### config.mk
export PLATFORM = sky130hd
export DESIGN_NAME = dm_arbiter
export DESIGN_NICKNAME = d
export VERILOG_FILES = /design/src/rtl/dm_arbiter_pkg.sv /design/src/rtl/dm_access_check.sv /design/src/rtl/dm_arbiter.sv
export SDC_FILE = /design/constraint.sdc
export NUM_CORES = 1
export LEC_CHECK = 0
export CAP_MARGIN = 20
export CORE_ASPECT_RATIO = 1.4
export CORE_MARGIN = 2
export CORE_UTILIZATION = 23
export CTS_BUF_LIST = sky130_fd_sc_hd__clkbuf_16
export DETAILED_ROUTE_END_ITERATION = 6
export HOLD_SLACK_MARGIN = 0.02
export SYNTH_ARGS = -nofsm -noshare
export SYNTH_HDL_FRONTEND = slang
export SYNTH_SLANG_ARGS = --single-unit
export TNS_END_PERCENT = 100
### constraint.sdc
create_clock -name clk -period 2.9 [get_ports clk]
set_clock_uncertainty 0.1 [all_clocks]
set_input_delay 0.87 -clock clk [delete_from_list [all_inputs] [get_ports clk]]
set_output_delay 0.87 -clock clk [all_outputs]
set_load 0.005 [all_outputs]
### src/rtl/dm_arbiter_pkg.sv
// Shared encodings for the two-port data-memory arbiter.
package dm_arbiter_pkg;

  typedef enum logic [1:0] {
    OP_WORD = 2'b00,
    OP_BYTE = 2'b01,
    OP_HALF = 2'b10,
    OP_ILL  = 2'b11
  } dm_op_e;

  typedef enum logic [1:0] {
    IDLE   = 2'b00,
    ACCESS = 2'b01,
    RESP   = 2'b10
  } dm_state_e;

  typedef struct packed {
    logic        we;
    logic [1:0]  op;
    logic [31:0] addr;
    logic [31:0] wdata;
    logic [31:0] pc;
    logic        port;
  } dm_req_t;

endpackage

### src/rtl/dm_access_check.sv
// Combinational rejection of illegal ops, misaligned and out-of-range accesses.
module dm_access_check
  import dm_arbiter_pkg::*;
#(
  parameter logic [31:0] ADDR_LIMIT = 32'h0000_1000
) (
  input  logic [1:0]  op,
  input  logic [31:0] addr,
  output logic        err
);

  always_comb begin
    err = (addr >= ADDR_LIMIT);
    case (dm_op_e'(op))
      OP_WORD: if (addr[1:0] != 2'b00) err = 1'b1;
      OP_HALF: if (addr[0]) err = 1'b1;
      OP_BYTE: ;
      default: err = 1'b1;
    endcase
  end

endmodule

### src/rtl/dm_arbiter.sv
// Round-robin arbiter sharing one data-memory port between two requesters.
module dm_arbiter
  import dm_arbiter_pkg::*;
#(
  parameter logic [31:0] ADDR_LIMIT = 32'h0000_1000,
  parameter logic        RR_INIT    = 1'b1
) (
  input  logic        clk,
  input  logic        reset,
  input  logic        req0_valid,
  output logic        req0_ready,
  input  logic        req0_we,
  input  logic [1:0]  req0_op,
  input  logic [31:0] req0_addr,
  input  logic [31:0] req0_wdata,
  input  logic [31:0] req0_pc,
  output logic        rsp0_valid,
  output logic [31:0] rsp0_rdata,
  output logic        rsp0_err,
  input  logic        req1_valid,
  output logic        req1_ready,
  input  logic        req1_we,
  input  logic [1:0]  req1_op,
  input  logic [31:0] req1_addr,
  input  logic [31:0] req1_wdata,
  input  logic [31:0] req1_pc,
  output logic        rsp1_valid,
  output logic [31:0] rsp1_rdata,
  output logic        rsp1_err,
  output logic        dm_we,
  output logic [1:0]  dm_op,
  output logic [31:0] dm_a,
  output logic [31:0] dm_wdata,
  output logic [31:0] dm_pc,
  input  logic [31:0] dm_rdata
);

  dm_state_e   state, state_nx;
  logic        last_grant;
  logic        grant;
  logic        hs;
  logic        acc_err;
  dm_req_t     lat, req_sel;
  logic [31:0] rsp_rdata_q;
  logic        rsp_err_q;

  dm_access_check #(.ADDR_LIMIT(ADDR_LIMIT)) u_check (
    .op   (lat.op),
    .addr (lat.addr),
    .err  (acc_err)
  );

  // A lone requester wins outright; a tie goes to the port not served last.
  always_comb begin
    if (req0_valid ^ req1_valid) grant = req1_valid;
    else                         grant = ~last_grant;
  end

  always_comb begin
    if (grant) req_sel = '{we: req1_we, op: req1_op, addr: req1_addr,
                           wdata: req1_wdata, pc: req1_pc, port: 1'b1};
    else       req_sel = '{we: req0_we, op: req0_op, addr: req0_addr,
                           wdata: req0_wdata, pc: req0_pc, port: 1'b0};
  end

  // Ready is gated by reset so every output reads 0 while reset is held.
  assign req0_ready = reset & (state == IDLE) & ~grant;
  assign req1_ready = reset & (state == IDLE) &  grant;
  assign hs = (req0_valid & req0_ready) | (req1_valid & req1_ready);

  always_ff @(posedge clk or negedge reset) begin
    if (!reset) state <= IDLE;
    else        state <= state_nx;
  end

  always_comb begin
    state_nx = state;
    case (state)
      IDLE:    if (hs) state_nx = ACCESS;
      ACCESS:  state_nx = RESP;
      RESP:    state_nx = IDLE;
      default: state_nx = IDLE;
    endcase
  end

  always_ff @(posedge clk or negedge reset) begin
    if (!reset) begin
      last_grant  <= RR_INIT;
      lat         <= '0;
      rsp_rdata_q <= '0;
      rsp_err_q   <= 1'b0;
    end else begin
      if (hs) begin
        last_grant <= grant;
        lat        <= req_sel;
      end
      if (state == ACCESS) begin
        rsp_err_q   <= acc_err;
        rsp_rdata_q <= (lat.we || acc_err) ? '0 : dm_rdata;
      end
    end
  end

  always_comb begin
    dm_we      = 1'b0;
    dm_op      = '0;
    dm_a       = '0;
    dm_wdata   = '0;
    dm_pc      = '0;
    rsp0_valid = 1'b0;
    rsp1_valid = 1'b0;
    rsp0_rdata = '0;
    rsp1_rdata = '0;
    rsp0_err   = 1'b0;
    rsp1_err   = 1'b0;
    if (state == ACCESS) begin
      dm_we    = lat.we & ~acc_err;
      dm_op    = lat.op;
      dm_a     = lat.addr;
      dm_wdata = lat.wdata;
      dm_pc    = lat.pc;
    end
    if (state == RESP) begin
      if (lat.port) begin
        rsp1_valid = 1'b1;
        rsp1_rdata = rsp_rdata_q;
        rsp1_err   = rsp_err_q;
      end else begin
        rsp0_valid = 1'b1;
        rsp0_rdata = rsp_rdata_q;
        rsp0_err   = rsp_err_q;
      end
    end
  end

endmodule

**After elaboration in Yosys (flattened, before gate mapping)**

Cells that the tools add are included.
W data, S select, Z words.

- Flip-flop bits (word level): 136
- Latch bits: 0
- RAM bits: 0
- ROM bits: 0
- Bits of input ports: 234
- Output and inout port bits: 169
- Word-level logic and storage cells: 56
- Memories kept: 0

- Add/sub/neg operators: 0
- Multiply operators: 0
- Div/mod/pow operators: 0
- Order comparisons: 1
- Eq/ne operators: 5
- Shift operators: 0
- Multiplexer cells: 25
- Bitwise logic cells: 11
- Reductions and logical operators: 4

Operators with widths:

| cell | number |
|---|---|
| $mux W32 | 8 |
| $mux W100 | 1 |
| $ge A32 B13 Y1 const B | 1 |
| $mux W1 | 12 |
| $and A1 B1 Y1 | 6 |
| $eq A2 B1 Y1 const B | 2 |
| $eq A2 B2 Y1 const B | 2 |
| $logic_not A2 Y1 | 2 |
| $mux W2 | 2 |
| $pmux W2 S2 | 1 |
| $not A1 Y1 | 3 |
| $pmux W1 S3 | 1 |
| $ne A2 B2 Y1 const B | 1 |
| $reduce_bool A2 Y1 | 1 |
| $logic_or A1 B1 Y1 | 1 |
| $or A1 B1 Y1 | 1 |
| $xor A1 B1 Y1 | 1 |

**Depth between registers and ports, before layout**

Gate-level depths: netlist (run 1).

- Word-level depth: 8
- Gate-level depth with buffers: 6
- Depth with buffers taken out: 4

**Hierarchy**

Synthesis (run 1) repeated with hierarchy kept, for this count alone.

- Cell total of the unflattened synthesis: 870
- Area, all modules: 7,998.9 um^2

Modules (own cells, without submodules):

| module | instances | cells an instance | area each (um^2) | seq. area each (um^2) |
|---|---|---|---|---|
| dm_arbiter | 1 | 860 | 7,935.1 | 3,404.5 |
| dm_access_check | 1 | 10 | 63.8 | 0.0 |

**Least setup slack after synthesis (run 1)**

No wires, ideal clock.

- Kind: input -> output
- Start point: input port reset
- End point: output port req0_ready
- Arrival time: 1.733 ns
- Required time: 1.930 ns
- Slack: 0.197 ns
- Stages on the path: 4
- Path buffers: 2
- Cells stage by stage: nor3b_2 > buf_2 > buf_2 > a21boi_1

- Cells in the longest elaborated chain, start to end: 2

Ends and longest elaborated chain:

| item | RTL line | source |
|---|---|---|
| start: declaration | dm_arbiter.sv:9 | `input logic reset,` |
| $and A1 B1 Y1 (2 in series) | dm_arbiter.sv:67 | `assign req0_ready = reset & (state == IDLE) & ~grant;` |
| end: declaration | dm_arbiter.sv:11 | `output logic req0_ready,` |

Every way passes these cells.

**Worst setup path in the final report (run 1)**

- Start point: input port req1_valid
- End point: output port req1_ready

- Cells in the longest elaborated chain, start to end: 3

Ends and longest elaborated chain:

| item | RTL line | source |
|---|---|---|
| start: declaration | dm_arbiter.sv:20 | `input logic req1_valid,` |
| $xor A1 B1 Y1 | dm_arbiter.sv:55 | `if (req0_valid ^ req1_valid) grant = req1_valid;` |
| $mux W1 * | dm_arbiter.sv:55 |  |
| $and A1 B1 Y1 * | dm_arbiter.sv:68 | `assign req1_ready = reset & (state == IDLE) & grant;` |
| end: declaration | dm_arbiter.sv:21 | `output logic req1_ready,` |

Mark *: on every way between the ends. The rest lies on a longest branch, timed or not.

==> results by stage, run 1 <==
Critical path:
- Data on the critical path is required at its endpoint by ~1900 ps.
- STA classifies the critical path startpoint as a primary input.
- The number of buffers and inverters on the critical path is 2.
- The arrival time reported for the critical path endpoint is approximately 1900 ps.
- Traced cell by cell, the critical path runs through clkdlybuf4s15_1, o21bai_4, and3_1, dlygate4sd2_1.
- The critical path class is primary input to primary output.
- The largest single stage delay on the critical path is around 270 ps.
- The cell family contributing the most delay on the critical path is buffers and inverters.
- The slowest stage cell on the critical path is sky130_fd_sc_hd__clkdlybuf4s15_1.
- The biggest fanout along the worst timing path is 4.
- The worst setup path is captured at a primary output.
- The launch point of the critical path is req1_valid.
- In this run the critical register-to-register path is launched from last_grant$_DFFE_PN1P_.

Global routing:
- The global route total overflow is 0.
- The via count of the first global-routing pass is a little over 9000.
- Entering global routing, the biggest net connects slightly below 80 pins.
- The first global-routing pass estimated 56.6 mm of wire.
- The number of antenna violations at the first check in global routing was 4.
- Global routing used around a fifth of the available tracks.

Synth:
- After synthesis, flip-flops and latches occupy 40.0% of the total area.
- In this run the biggest area consumer among cell types represents about two fifths of the synthesized area.
- The post-synthesis async set-or-reset flop share is 100%.
- By count the netlist is led by 200 x sky130_fd_sc_hd__a21oi_1, 165 x sky130_fd_sc_hd__and2_1, 135 x sky130_fd_sc_hd__dfrtp_1, 99 x sky130_fd_sc_hd__a32oi_1, 99 x sky130_fd_sc_hd__o21a_1.
- The most used standard cell by instance count after synthesis is sky130_fd_sc_hd__a21oi_1.
- The cell count after synthesis came out at ~950.
- The number of different library cells used by synthesis comes to 35.
- The netlist area before placement is about 8500 um2.
- The average instance area after synthesis is 8.99 um2.
- The dominant synthesized flop cell is sky130_fd_sc_hd__dfrtp_1.
- The number of warning messages in the yosys log is 0.
- The synthesized design spends more area on one cell type than any other, namely sky130_fd_sc_hd__dfrtp_1.
- The synthesized design contains 136 register bits.
- The number of enable-type register cells in the synthesized netlist is 0.
- When the netlist entered floorplanning its net count stood at between 1000 and 1500.
- Yosys attributes the largest share of cell area to sky130_fd_sc_hd__dfrtp_1 40%, sky130_fd_sc_hd__and2_1 12%, sky130_fd_sc_hd__a21oi_1 12%.

Clock network:
- The clock sink count is 136.
- The H-tree generated during clock tree synthesis spans 4 levels.
- The clock tree root buffer cell is sky130_fd_sc_hd__clkbuf_16.
- The maximum clock insertion buffer count is 2.
- TritonCTS built the clock tree.
- Clock-pin slew was measured on the worst setup and hold paths at around 60 ps.
- Buffers inserted during clock tree synthesis total 17.
- The later pin in the worst-skew pair is clocked with a latency of 440 ps.
- In this run, post-CTS hold repair placed 0 buffers.

Placement:
- The wire-length estimate of the detail-placed layout is 25.4 mm.
- The placed cell count is 1735.
- Routability-driven placement finished with a final weighted congestion of 0.811.
- Input and output buffers added on the ports amount to 402.

Timing:
- Setup violations remaining at the end of the flow were counted as 0.
- Subtracting the final worst setup slack from the clock period gives around 2800 ps.
- Setup repair after global routing could not meet its margin everywhere.
- The count of final max-slew check failures is 0.
- The setup TNS is 0 ps.
- The worst pin sits at a relative slew slack of 37.8%.
- The pin slew with the least headroom to its limit is about 930 ps.
- The count of final hold-check violations is 0.
- The peak clock frequency supported by timing is 353 MHz.
- The period utilization is between 90% and 100%.

Routing:
- The count of routing violations after the opening detailed-route iteration is between 400 and 500.
- The number of remaining DRC errors is 0.
- The count of nets left with antenna violations after detail routing is 0.
- In the final routed layout, each cell accounts on average for 21.6 um.
- After detailed routing, the total wire length is roughly 39 mm.
- The number of iterations in the first detailed-routing pass is 5.
- The detailed router placed 9225 vias in this run.
- The via density per instance is just over 5.

Floorplanning:
- The vertical extent of the die is about 230 um.
- Once the floorplan was initialized, standard cells occupied a little under a quarter of the core.
- The placeable core area is about 37000 um2.
- The die covers ~39000 um2.
- For this design the top-level I/O count stands at between 400 and 500.
- In this run the horizontal extent of the chip is 166 um.
- Row generation in the floorplan step produced 83 rows.

Cells and area:
- The core occupancy in the finished layout is between 30% and 40%.
- The area added between synthesis and finish is 65.1%.
- The non-filler instance count after layout is 1792.
- Cells with a size suffix above 1 make up 12.9% of the layout.
- The count of nets after finishing is between 1500 and 2000.

Power:
- The total power consumption of the routed design is roughly 0.0075 W.
- Power spread over the standard cell area amounts to around 530 nW/um2.
- For this design the static power due to leakage is 5.93 nW.
- The largest vdd supply drop is between 0.2 and 0.3 mV.

Worst hold path:
- The worst hold path belongs to the class flop to flop.
- The critical hold path startpoint is rsp_rdata_q[1]$_DFFE_PN0N_.

Flow run:
- The number of max-cap violations is 0.

Outcome:
- The flow ran to the end, and the final reports show no timing, DRC or antenna violations.
area by class of cell:
type / count / area (um2)
diodes: 4 / 10.0
inverters: 2 / 20.0
multi-input cells: 684 / 4710
fillers: 3694 / 22500
clock buffers: 17 / 425
repair buffers: 469 / 4810
clock inverters: 13 / 68.8
well taps: 467 / 584
flip-flops and latches: 136 / 3410
sequential cells by signal, indices dropped and copies added, names as in the netlist:
name and cells:
last_grant 1, rsp_rdata_q 32, rsp_err_q 1, state 2, lat 100
timing repair:
| item | 4_1_cts | 5_1_grt |
|---|---|---|
| cloned | 2 | 4 |
| resized for setup | 176 | 120 |
| pin swaps | 4 | 9 |
| buffers inserted | 2 | 14 |
| setup endpoints to repair | 167 | 24 |
path summary, 6_finish.rpt:
kind                                                    to  slack (ps)  depth (start not counted)
worst max-delay path                            req1_ready          70                          4
worst min-delay path            rsp_rdata_q[1]$_DFFE_PN0N_         400                          2
worst max register to register         lat[20]$_DFFE_PN0P_         430                          5
worst min register to register  rsp_rdata_q[1]$_DFFE_PN0N_         400                          2
max in group asynchronous              lat[11]$_DFFE_PN0P_        1000                          4
min in group asynchronous             state[1]$_DFFE_PN0P_         470                          2
cells in the final DEF (no fill, tap or decap), types with 5 or more instances in the layout:
cell type,n
sky130_fd_sc_hd__clkdlybuf4s50_1,231
sky130_fd_sc_hd__a21oi_1,199
sky130_fd_sc_hd__and2_1,146
sky130_fd_sc_hd__dfrtp_1,131
sky130_fd_sc_hd__o21a_1,99
sky130_fd_sc_hd__a32oi_1,99
sky130_fd_sc_hd__clkdlybuf4s15_1,74
sky130_fd_sc_hd__dlygate4sd2_1,71
sky130_fd_sc_hd__buf_4,42
sky130_fd_sc_hd__nand2_1,33
sky130_fd_sc_hd__nand4_1,32
sky130_fd_sc_hd__o31ai_2,30
sky130_fd_sc_hd__clkbuf_16,21
sky130_fd_sc_hd__dlymetal6s2s_1,20
sky130_fd_sc_hd__and2_4,19
sky130_fd_sc_hd__buf_12,12
sky130_fd_sc_hd__buf_6,6
sky130_fd_sc_hd__buf_16,5
tightest hold or removal path, stage by stage, from the launching register on:
cell                      delay (ps)
sky130_fd_sc_hd__dfrtp_1         340
sky130_fd_sc_hd__nand2_1          70
sky130_fd_sc_hd__o31ai_2          50
cells by family (layout without fill, tap and decap cells):
kind of cell           count (synthesis)  count (layout)  synth area share [%]
AO/OA/AOI/OAI                        436             436                  35.9
other                                  0               4                     0
buffers and inverters                126             501                  6.42
AND/OR/NAND/NOR                      248             248                  17.6
flip-flops                           136             136                  40.0
power breakdown:
part	leakage (nW)	switching, W	total (W)	internal [W]
clock	0.241	0.000880	0.00194	0.00106
combinational	4.09	0.00156	0.00287	0.00130
sequential	1.60	0.000322	0.00267	0.00235
total	5.93	0.00276	0.00747	0.00471
stage by stage:
step	setup slack (ps)	cell area, um2	hold WS (ps)
floorplan	197	8500	354
global placement	-436	13100	378
detailed placement	-431	13100	394
CTS	-108	13600	407
global route	-17.6	14000	428
finish	65.8	14000	398
layer usage:
| layer | GRT usage [%] | vias to the layer above | part of all wire, % |
|---|---|---|---|
| met4 | 7.73 | 0 | 3.6 |
| met3 | 3.96 | 70 | 5.1 |
| met2 | 33.5 | 383 | 52 |
| met1 | 22.3 | 4512 | 40 |
| met5 | 0 | - | 0 |
| li1 | - | 4260 | - |
Note: power is estimated with default switching activity, not from simulation.
==> run 2, diff against run 1 <==
SYNTH_HIERARCHICAL = 1   (was default)
==> run 2 against run 1 <==
  * The run now ends with setup timing left
  * Area after synthesis down 5.9%
  * Critical path depth up 2
  * Die area down 5.8%
  * Via count down 6.2%
  * Wire length down 6.5%
  * Sequential share of layout area up 0.78 points
  * Clock-buffer cell count unchanged
  * Clock power up 12%
  * Utilization up 1.4 points
  * Hold slack worse by 28 ps
  * Critical path type is now flop to primary output
  * Critical endpoint is now dm_we
==> results by stage, run 2 <==
Timing:
- The peak clock frequency supported by timing is 343 MHz (-2.9%).
- The final worst slack is -19.0 ps (-84.8 ps).
- The period utilization is 101% (+2.9 points).
- The count of final max-slew check failures is 0 (unchanged).
- The count of final hold-check violations is 0 (unchanged).
- Setup repair after global routing could not meet its margin everywhere.
- The post-route minimum period is 2920 ps (+84.8 ps).
- The worst slew slack as a fraction of its limit was 42.6% (+4.8 points).
- The final number of setup-violating endpoints is 1 (+1).
- The pin slew with the least headroom to its limit came to 861 ps (-71.9 ps).

Clock network:
- The clock sink count is 136 (unchanged).
- The clock-pin slew on the worst setup and hold paths was 60 ps (about the same).
- The number of buffers created by CTS is 17 (unchanged).
- The clock latency at the later pin of the worst-skew pair was 410 ps (-30 ps).
- The level count of the clock H-tree is 4 (unchanged).
- The clock tree root buffer cell is sky130_fd_sc_hd__clkbuf_16.
- The maximum clock insertion buffer count was 2 (unchanged).
- TritonCTS built the clock tree.

Floorplanning:
- The initial standard-cell utilization of the core is 23.4% (+0.18 points).
- The vertical extent of the die is 225 um (-3.0%).
- The number of top-level pins came to 403 (unchanged).
- The placeable core area is 34100 um2 (-6.6%).
- The width of the chip was 162 um (-2.9%).
- The area of the die is 36300 um2 (-5.8%).
- The number of cell rows is 80 (-3.6%).

Power:
- The switching power summed over all nets was 0.00261 W (-5.6%).
- The part of the power in the clock network came to 28.7% (+2.8 points).
- The share of total power in sequential cells is 34.9% (-0.8 points).
- The largest vdd supply drop is 0.514 mV (+88%).
- The leakage power is 5.74 nW (-3.2%).
- The internal power came to 0.00496 W (+5.3%).
- The switching share of total power is 34.5% (-2.5 points).
- The part of the total power dissipated in combinational logic is 36.3% (-2.1 points).
- The power per unit of standard cell area came to 557 nW/um2 (+4.6%).

Synth:
- The count of state elements after synthesis is 136 (unchanged).
- The number of cells produced by synthesis was 870 (-8.0%).
- The top cell type's share of synthesized area came to 42.2% (+2.5 points).
- The number of distinct standard cells referenced by the synthesized netlist is 30 (-14%).
- The number of enable-type register cells in the synthesized netlist was 0 (unchanged).
- In the synthesized netlist, the cells that appear most often are 199 x sky130_fd_sc_hd__a21oi_1, 165 x sky130_fd_sc_hd__and2_1, 135 x sky130_fd_sc_hd__dfrtp_1, 99 x sky130_fd_sc_hd__a32oi_1, 99 x sky130_fd_sc_hd__o21a_1.
- The proportion of synthesized chip area in sequential cells was 42.6% (+2.5 points).
- The net count after synthesis is 1104 (-6.4%).
- Sorting the synthesized cells by area gives the leading types as sky130_fd_sc_hd__dfrtp_1 42%, sky130_fd_sc_hd__and2_1 13%, sky130_fd_sc_hd__a21oi_1 12%.
- The number of warning messages in the yosys log is 6 (+6).
- The average instance area after synthesis was 9.19 um2 (+2.3%).
- The netlist area before placement is 8000 um2 (-5.9%).
- The dominant synthesized flop cell is sky130_fd_sc_hd__dfrtp_1.
- sky130_fd_sc_hd__dfrtp_1 takes more of the synthesized area than any other cell.
- The post-synthesis async set-or-reset flop share is 100% (unchanged).
- The most used standard cell by instance count after synthesis is sky130_fd_sc_hd__a21oi_1.

Critical path:
- The worst endpoint required time is 1930 ps (about the same).
- The worst setup path is launched from a flop.
- The worst setup path is captured at a primary output.
- The reg-to-reg startpoint is state[0]$_DFFE_PN0P_.
- The launch point of the critical path is lat[77]$_DFFE_PN0P_.
- The biggest fanout along the worst timing path is 2 (-2).
- The capturing instance or port of the critical path is dm_we.
- The worst-case reg-to-reg path depth is 7 (+2).
- The arrival time reported for the critical path endpoint is 1950 ps (+90 ps).
- The register-to-register setup slack is 510 ps (+80 ps).
- The worst flop-to-flop path endpoint is lat[90]$_DFFE_PN0P_.
- The critical path is of the flop to primary output type.

Cells and area:
- The antenna cell count is 0 (-4).
- The core occupancy in the finished layout came to 39.8% (+1.4 points).
- The count of nets after finishing is 1489 (-3.6%).
- The non-filler instance count after layout came to 1719 (-4.1%).
- The library cell used most frequently in the layout, excluding fill and tap cells, is sky130_fd_sc_hd__clkdlybuf4s50_1.
- More flip-flops sit in one register than any other, and that register is lat.
- Relative to the synthesized area, the layout overhead comes to 69.9%.
- In the final layout, the registers with the most flip-flops are lat (100), rsp_rdata_q (32), state (2).
- The final-layout fill cell count is 3487 (-5.6%).
- Leaving out fill and tap cells, the most frequent cells in the layout are 235 x sky130_fd_sc_hd__clkdlybuf4s50_1, 199 x sky130_fd_sc_hd__a21oi_1, 159 x sky130_fd_sc_hd__and2_1.
- The proportion of layout cells with a drive suffix above 1 is 13.2% (+0.30 points).
- The number of flip-flops under the largest register name is 100 (unchanged).

Routing:
- The detailed-route wire length was 36.1 mm (-6.5%).
- The via density per instance is 5.03 (-2.2%).
- The number of iterations in the first detailed-routing pass was 5 (unchanged).
- The number of remaining DRC errors is 0 (unchanged).
- The count of nets left with antenna violations after detail routing was 0 (unchanged).
- The count of routing violations after the opening detailed-route iteration was 453 (-7.9%).
- The total via count in the routed design is 8651 (-6.2%).
- The routed wirelength normalized by instance count is 21.0 um (-2.5%).

Outcome:
- The flow ran to the end, but the final reports show violations.
- The checks that failed: setup timing.

Global routing:
- The number of antenna violations at the first check in global routing was 1 (-3).
- The global route total overflow is 0 (unchanged).
- The global-route wire length before repair is 53.4 mm (-5.5%).
- The via count of the first global-routing pass is 8609 (-5.7%).
- The total routing resource utilization after global routing is 19.3% (+0.32 points).
- The pin count of the biggest net entering global routing is 104 (+35%).

Placement:
- The last weighted congestion value of the routability-driven placer is 0.781 (-3.8%).
- The HPWL after detailed placement is 22.7 mm (-11%).
- The number of buffers inserted by port buffering is 402 (unchanged).
- The placed cell count is 1650 (-4.9%).

Worst hold path:
- The type of the tightest min-delay check is primary input to asynchronous set/reset pin.

Flow run:
- The number of max-cap violations was 0 (unchanged).
## run 2: kinds of logic after synthesis
group,count (synthesis),share of synthesized area (%)
and+or+nand+nor,187,14.6
buffers and inverters,112,6.08
DFF,136,42.6
AOI/OAI and AO/OA,435,36.7
## run 2: how the worst min path moves through the flow
stage / startpoint / end / slack, ps / cells past startpoint
global route: reset / lat[77]$_DFFE_PN0P_ / 380 / 2
detailed placement: rsp_err_q$_DFFE_PN0N_ / rsp_err_q$_DFFE_PN0N_ / 400 / 2
floorplan: rsp_err_q$_DFFE_PN0N_ / rsp_err_q$_DFFE_PN0N_ / 350 / 2
finish: reset / lat[95]$_DFFE_PN0P_ / 370 / 2
global placement: rsp_rdata_q[21]$_DFFE_PN0N_ / rsp_rdata_q[21]$_DFFE_PN0N_ / 390 / 1
CTS: reset / lat[95]$_DFFE_PN0P_ / 360 / 2
## run 2: power by group through the flow
stage          registers [W]  clock network, W  logic [W]
6_report             0.00264           0.00218    0.00275
5_1_grt              0.00271           0.00233    0.00298
4_1_cts              0.00265           0.00225    0.00274
3_5_place_dp         0.00266                 0    0.00263
3_3_place_gp         0.00265                 0    0.00262
2_1_floorplan        0.00255                 0    0.00138
## run 2: per-layer routing
metal  GRT usage [%]  up-vias  wire, um
met5               0        -        12
met3            3.50       39      2080
li1                -     4024         -
met2            35.0      328     19100
met4            6.11        2       825
met1            22.9     4258     14100
## run 2: what timing repair did
item	in CTS	in global routing
hold buffers	0	0
buffers inserted	21	6
setup endpoints to repair	167	60
pin swaps	1	3
resized for setup	258	99
gates cloned	12	0
## run 2: cell type report
type                    count  area, um2  share of cell area [%]
flip-flops and latches    136       3410                    25.1
multi-input cells         622       4210                    31.0
well taps                 451        564                    4.15
repair buffers            477       4810                    35.4
inverters                   1       16.3                   0.120
clock buffers              17        425                    3.13
clock inverters            15        151                    1.11
## run 2: stage by stage
stage / total power [W] / area, um2 / worst slack [ps] / setup TNS (ps) / hold WS (ps)
2_1_floorplan: 0.00393 / 8000 / 163 / 0 / 351
3_3_place_gp: 0.00526 / 12600 / -248 / -715 / 394
3_5_place_dp: 0.00529 / 12600 / -262 / -713 / 401
4_1_cts: 0.00763 / 13600 / -181 / -497 / 365
5_1_grt: 0.00801 / 13600 / -164 / -175 / 378
6_report: 0.00757 / 13600 / -19.0 / -19.0 / 370
## run 2: critical path: stages, from the launching register on
cell and delay (ps):
sky130_fd_sc_hd__dfrtp_1 390, sky130_fd_sc_hd__nor4_2 290, sky130_fd_sc_hd__and3_1 200, sky130_fd_sc_hd__o2111ai_1 90
sky130_fd_sc_hd__buf_4 170, sky130_fd_sc_hd__nor3b_4 230, sky130_fd_sc_hd__buf_2 160
